File: config.mk
export PLATFORM = sky130hd
export DESIGN_NAME = alu_issue_ctrl_flat
export DESIGN_NICKNAME = d
export VERILOG_FILES = /design/src/rtl/alu_issue_if.sv /design/src/rtl/alu_issue_ctrl.sv /design/src/flat_wrapper.sv
export SDC_FILE = /design/constraint.sdc
export NUM_CORES = 1
export LEC_CHECK = 0
export BUFFER_PORTS_ARGS = -buffer_cell sky130_fd_sc_hd__buf_2
export CORE_MARGIN = 10
export CORE_UTILIZATION = 45
export DETAILED_ROUTE_END_ITERATION = 16
export GPL_TIMING_DRIVEN = 0
export PLACE_DENSITY = 0.68
export SETUP_SLACK_MARGIN = 0.5
export SYNTH_ARGS = -nofsm -noshare
export SYNTH_HDL_FRONTEND = slang
export SYNTH_SLANG_ARGS = --single-unit
File: constraint.sdc
create_clock -name clk -period 3.4 [get_ports clk]
set_clock_uncertainty 0.05 [all_clocks]
set_input_delay 0.34 -clock clk [delete_from_list [all_inputs] [get_ports clk]]
set_output_delay 0.34 -clock clk [all_outputs]
set_load 0.005 [all_outputs]
File: src/rtl/alu_issue_if.sv
// alu_issue_if: instruction handshake, ALU operand/result and writeback report bundle
interface alu_issue_if #(parameter int DW = 4, parameter int SCW = 8);
  logic           in_valid;
  logic           in_ready;
  logic [9:0]     in_instr;
  logic [DW-1:0]  alu_a;
  logic [DW-1:0]  alu_b;
  logic [2:0]     alu_op;
  logic [DW-1:0]  alu_x;
  logic           res_valid;
  logic [1:0]     res_rd;
  logic [DW-1:0]  res_data;
  logic [SCW-1:0] stall_cnt;
  modport master (output in_valid, in_instr, alu_x, input in_ready, alu_a, alu_b, alu_op, res_valid, res_rd, res_data, stall_cnt);
  modport slave (input in_valid, in_instr, alu_x, output in_ready, alu_a, alu_b, alu_op, res_valid, res_rd, res_data, stall_cnt);
endinterface

File: src/rtl/alu_issue_ctrl.sv
// alu_issue_ctrl: ID/EX/WB issue control for the ALU; define ALU_ISSUE_FWD_EN to forward EX results instead of stalling
module alu_issue_ctrl #(
  parameter int DW = 4,
  parameter logic [DW-1:0] RST_VAL = '0,
  parameter int SCW = 8
) (
  input logic clk,
  input logic rst_n,
  alu_issue_if.slave bus
);
  logic id_valid, ex_valid, id_advance, hazard_stall;
  logic [9:0] id_instr;
  logic [1:0] ex_rd, rs1, rs2;
  logic [DW-1:0] rf [4];
  logic [DW-1:0] opa, opb, rf_b;
  assign rs1 = id_instr[4:3];
  assign rs2 = id_instr[2:1];
`ifdef ALU_ISSUE_FWD_EN
  assign hazard_stall = 1'b0;
  assign opa = (ex_valid && ex_rd == rs1) ? bus.alu_x : rf[rs1];
  assign rf_b = (ex_valid && ex_rd == rs2) ? bus.alu_x : rf[rs2];
`else
  // rs2 only counts as a source when it is not an immediate
  assign hazard_stall = ex_valid && id_valid && (ex_rd == rs1 || (!id_instr[0] && ex_rd == rs2));
  assign opa = rf[rs1];
  assign rf_b = rf[rs2];
`endif
  assign opb = id_instr[0] ? DW'(rs2) : rf_b;
  assign id_advance = id_valid && !hazard_stall;
  assign bus.in_ready = !id_valid || id_advance;
  always_ff @(posedge clk or negedge rst_n) begin
    if (!rst_n) begin
      id_valid <= 1'b0;
      id_instr <= '0;
      ex_valid <= 1'b0;
      ex_rd <= '0;
      bus.alu_a <= '0;
      bus.alu_b <= '0;
      bus.alu_op <= '0;
      bus.res_valid <= 1'b0;
      bus.res_rd <= '0;
      bus.res_data <= '0;
      bus.stall_cnt <= '0;
      for (int i = 0; i < 4; i++) rf[i] <= RST_VAL;
    end else begin
      if (bus.in_ready) id_valid <= bus.in_valid;
      if (bus.in_ready && bus.in_valid) id_instr <= bus.in_instr;
      ex_valid <= id_advance;
      if (id_advance) begin
        bus.alu_op <= id_instr[9:7];
        bus.alu_a <= opa;
        bus.alu_b <= opb;
        ex_rd <= id_instr[6:5];
      end
      bus.res_valid <= ex_valid;
      if (ex_valid) begin
        rf[ex_rd] <= bus.alu_x;
        bus.res_rd <= ex_rd;
        bus.res_data <= bus.alu_x;
      end
      if (hazard_stall && bus.stall_cnt != '1) bus.stall_cnt <= bus.stall_cnt + 1'b1;
    end
  end
endmodule

File: src/flat_wrapper.sv
// flat-port wrapper written by rule: the top's interface ports become plain ports
module alu_issue_ctrl_flat 
#(
  parameter int DW = 4,
  parameter logic [DW-1:0] RST_VAL = '0,
  parameter int SCW = 8
)
  (clk, rst_n, bus_in_valid, bus_in_instr, bus_alu_x, bus_in_ready, bus_alu_a, bus_alu_b, bus_alu_op, bus_res_valid, bus_res_rd, bus_res_data, bus_stall_cnt);
  alu_issue_if #(.DW(DW), .SCW(SCW)) bus_i ();
  input logic clk;
  input logic rst_n;
  input wire logic [$bits(bus_i.in_valid)-1:0] bus_in_valid;
  input wire logic [$bits(bus_i.in_instr)-1:0] bus_in_instr;
  input wire logic [$bits(bus_i.alu_x)-1:0] bus_alu_x;
  output wire logic [$bits(bus_i.in_ready)-1:0] bus_in_ready;
  output wire logic [$bits(bus_i.alu_a)-1:0] bus_alu_a;
  output wire logic [$bits(bus_i.alu_b)-1:0] bus_alu_b;
  output wire logic [$bits(bus_i.alu_op)-1:0] bus_alu_op;
  output wire logic [$bits(bus_i.res_valid)-1:0] bus_res_valid;
  output wire logic [$bits(bus_i.res_rd)-1:0] bus_res_rd;
  output wire logic [$bits(bus_i.res_data)-1:0] bus_res_data;
  output wire logic [$bits(bus_i.stall_cnt)-1:0] bus_stall_cnt;
  assign bus_i.in_valid = bus_in_valid;
  assign bus_i.in_instr = bus_in_instr;
  assign bus_i.alu_x = bus_alu_x;
  assign bus_in_ready = bus_i.in_ready;
  assign bus_alu_a = bus_i.alu_a;
  assign bus_alu_b = bus_i.alu_b;
  assign bus_alu_op = bus_i.alu_op;
  assign bus_res_valid = bus_i.res_valid;
  assign bus_res_rd = bus_i.res_rd;
  assign bus_res_data = bus_i.res_data;
  assign bus_stall_cnt = bus_i.stall_cnt;
  alu_issue_ctrl #(.DW(DW), .RST_VAL(RST_VAL), .SCW(SCW)) u_core (.clk(clk), .rst_n(rst_n), .bus(bus_i));
endmodule
==> results.md <==
- The flow ran to the end, and the final reports show no timing, DRC or antenna violations.
- Of the post-synthesis cell area, the dominant cell type holds 55.6%.
- For this run, the leading register cell type out of synthesis is sky130_fd_sc_hd__dfrtp_1.
- The number of I/O port buffers is 43.
- The launching point of the worst reg2reg path is u_core.id_instr[2]$_DFFE_PN0P_.
- The count of state elements after synthesis is 56.
- The max-capacitance violation count is 0.
- The proportion of synthesized chip area in sequential cells is 55.6%.
- The global-route wire length before repair is 8120 µm.
- The most heavily used metal layer in global routing is met2.
- In the routed design, unresolved DRC markers number 0.
- The worst endpoint required time is 3010 ps.
- The path class of the lowest-slack min-delay path is input pin to asynchronous set/reset pin.
- The final core utilization is 53.6%.
- The path type of the worst setup path is flop to output port.
- The buffer cell driving the clock tree root is sky130_fd_sc_hd__clkbuf_8.
- At the pin with the least slew margin, the transition time is 783 ps.
- STA classifies the critical path endpoint as an output port.
- The floorplan step defined a die boundary enclosing 0.00899 mm².
- The number of buffers added for setup after CTS is 0.
- STA classifies the critical path startpoint as a flop.
- At the end of routability-driven placement, the weighted congestion stood at 0.737.
- The number of hold buffers added after CTS was 0.
- TritonCTS built the clock tree.
- The synthesized area per cell is 14.9 µm².
- Buffers inserted during clock tree synthesis total 5.
- Of the available clock period, the critical path in the final layout requires 61.8%.
- The total power per unit cell area is 925 mW/mm².
- The clock passes through at most 2 buffers.
- In the global route stage, met3 resource usage came out at 4.20%.
- The number of nets handed over by synthesis was 187.
- Across all register-to-register paths, the minimum setup slack is 1410 ps.
- Summing every instance area after synthesis gives 0.00252 mm².
- Yosys mapped a number of flops with a built-in enable equal to 0.
- The floorplan step set the die height to 94.8 µm.
- The floorplan has 27 rows.
- The clock reaches the later pin of the worst-skew pair after 320 ps.
- The post-synthesis cell count is 169.
- For this configuration, the core starts out at a cell density of 46.0%.
- The worst-case IR drop observed on VDD is 0.401 mV.
- By instance count, the leading cell after synthesis is sky130_fd_sc_hd__dfrtp_1.
- The antenna diode count is 0.
- Of all nets on the critical path, the largest fanout is 6.
- The total wire length is 4940 µm.
- The first detailed-routing pass ran for 4 iterations.
- In the final routed layout, each cell accounts on average for 16.9 µm.
- The maximum clock rate is 0.476 GHz.
- The number of hold violations in the final report is 0.
- The number of global-route vias before repair is 1622.
- The placed wire-length estimate is 3570 µm.
- For the final routed database, the setup TNS stands at 0 ps.
- The post-route antenna net violation count is 0.
- Using the TritonRoute via totals, the vias-per-cell ratio works out to 5.15.
- The relative slew slack is 47.7%.
- The final setup violation count is 0.
- Summed over all cells, the static leakage comes to 1.33 nW.
- Of the cells placed in the final design, the portion with a size suffix greater than 1 is 45.0%.
- The clock drives 56 sinks.
- The area added between synthesis and finish is 16.5%.
- The post-cts resize count is 0.
- Global routing used 14.1% of the available met1 tracks.
- Counting I/O delays and the setup requirement, the final critical path takes 2100 ps.
- Setup repair after global routing left no endpoint under its margin.
- Ranked by total cell area, the synthesized netlist is headed by sky130_fd_sc_hd__dfrtp_1 (56%), sky130_fd_sc_hd__mux2_2 (13%), sky130_fd_sc_hd__mux2_1 (9.8%), sky130_fd_sc_hd__mux4_2 (5.4%), sky130_fd_sc_hd__xnor2_1 (1.4%).
- The boundary pin count is 44.
- The initial antenna violation count came to 0.
- The maximum level of the CTS H-tree is 2.
- The clock transition at the registers of the reported paths is 90 ps.
- The number of distinct library cells after synthesis is 32.
- Of all flip-flops after synthesis, the portion carrying an async set or reset was 100%.
- The Yosys warning count is 0.
- Global routing consumed, on the met2 layer, 19.2% of the routing resources.
- The number of nets in the final layout is 237.
- The detailed router finished its first iteration with 53 violations.
- The number of pins exceeding their max-slew limit in the final report is 0.
- The die is 94.8 µm wide.
- Tracing the worst setup path back leads to its startpoint at u_core.id_instr[3]$_DFFE_PN0P_.
- The total overflow left after global routing is 0.
- The largest net degree at the start of global routing is 57.
- The vias after detailed routing is 1504.
- In the synthesized netlist, the cells that appear most often are sky130_fd_sc_hd__dfrtp_1 (56), sky130_fd_sc_hd__mux2_2 (28), sky130_fd_sc_hd__mux2_1 (22).
- The smallest hold slack is 10.1 ps.
- The cell type with the highest aggregate area in the netlist is sky130_fd_sc_hd__dfrtp_1.
- The overall fraction of global-route tracks in use is 11.9%.
- The data arrival time of the worst path is 1710 ps.
- The floorplan step defined a core boundary enclosing 0.00547 mm².
==> layer usage <==
layer	routed length, µm	share of wire, %
met5	0	0
met4	85	1.7
met3	300	6.1
met2	2400	49
met1	2150	44
==> logic make-up after synthesis <==
logic type	share of synthesized area (%)
AOI/OAI and AO/OA	2.58
xor gates and xnor gates	2.78
adders and majority gates	0.496
buffers and inverters	2.33
DFF	55.6
muxes	28.5
and+or+nand+nor	7.70
==> worst max-delay path, cell delays in order (launching register included) <==
cell	delay, ps
sky130_fd_sc_hd__dfrtp_1	370
sky130_fd_sc_hd__buf_4	170
sky130_fd_sc_hd__xor2_1	160
sky130_fd_sc_hd__or3_4	420
sky130_fd_sc_hd__nand2_4	90
sky130_fd_sc_hd__inv_4	60
sky130_fd_sc_hd__buf_2	120
==> area by class of cell <==
class | count | area, µm²
Buffer | 7 | 48.8
Clock buffer | 6 | 72.6
Clock inverter | 2 | 35.0
Fill cell | 501 | 2540
Inverter | 2 | 10.0
Multi-Input combinational cell | 104 | 1060
Sequential cell | 56 | 1400
Tap cell | 72 | 90.1
Timing Repair Buffer | 43 | 218
==> registers in the layout, indices dropped and copies added, names as in the netlist, 2 cells and up <==
name                  count
u_core.bus.res_rd         2
u_core.bus.stall_cnt      8
u_core.ex_rd              2
u_core.rf                16
u_core.bus.res_data       4
u_core.bus.alu_op         3
u_core.bus.alu_a          4
u_core.id_instr          10
u_core.bus.alu_b          4
==> power by group <==
part	internal, W	leakage [nW]	switching (W)
clock	0.000219	0.0552	0.000210
combinational	0.000639	0.608	0.000483
sequential	0.000968	0.668	0.000194
total	0.00183	1.33	0.000888
==> path summary, 6_finish.rpt <==
check                                                 endpoint  cells after the start
max                                               bus_in_ready                      6
min                            u_core.bus.alu_a[0]$_DFFE_PN0P_                      1
max reg2reg                    u_core.bus.alu_a[2]$_DFFE_PN0P_                      6
min reg2reg                     u_core.bus.res_valid$_DFF_PN0_                      0
max in group asynchronous  u_core.bus.stall_cnt[5]$_DFFE_PN0P_                      1
min in group clk                u_core.id_instr[6]$_DFFE_PN0P_                      2
==> layout by cell type (no fill, tap or decap), types with 2 or more instances in the layout <==
cell                       Yosys  routed
sky130_fd_sc_hd__clkbuf_8      0       5
sky130_fd_sc_hd__buf_4         3       4
sky130_fd_sc_hd__nand3b_1      2       2
sky130_fd_sc_hd__o21ai_0       2       2
sky130_fd_sc_hd__nand3_1       2       2
sky130_fd_sc_hd__mux2_1       22      22
sky130_fd_sc_hd__xnor2_1       4       4
sky130_fd_sc_hd__nor2b_1       3       3
sky130_fd_sc_hd__nor2_1        3       3
sky130_fd_sc_hd__and3_1        2       2
sky130_fd_sc_hd__mux2i_1       2       2
sky130_fd_sc_hd__mux4_2        6       6
sky130_fd_sc_hd__nand2_4       2       2
sky130_fd_sc_hd__nand4_1       3       3
sky130_fd_sc_hd__xor2_1        4       4
sky130_fd_sc_hd__mux2_2       28      28
sky130_fd_sc_hd__buf_2         3      45
sky130_fd_sc_hd__dfrtp_1      56      56
sky130_fd_sc_hd__nand2_1       6       6
sky130_fd_sc_hd__o31ai_1       2       2
sky130_fd_sc_hd__nand2b_1      2       2
==> per-stage QoR <==
stage	setup slack, ps	std cells	power, W	cell area [µm²]
final	1300	292	0.00271	2940
after global routing	1210	292	0.00292	2940
after CTS	1260	292	0.00276	2930
after detailed placement	1390	284	0.00233	2830
after global placement	1420	284	0.00229	2830
after floorplan	1550	169	0.00196	2520
(Power assumes the default switching activity.)
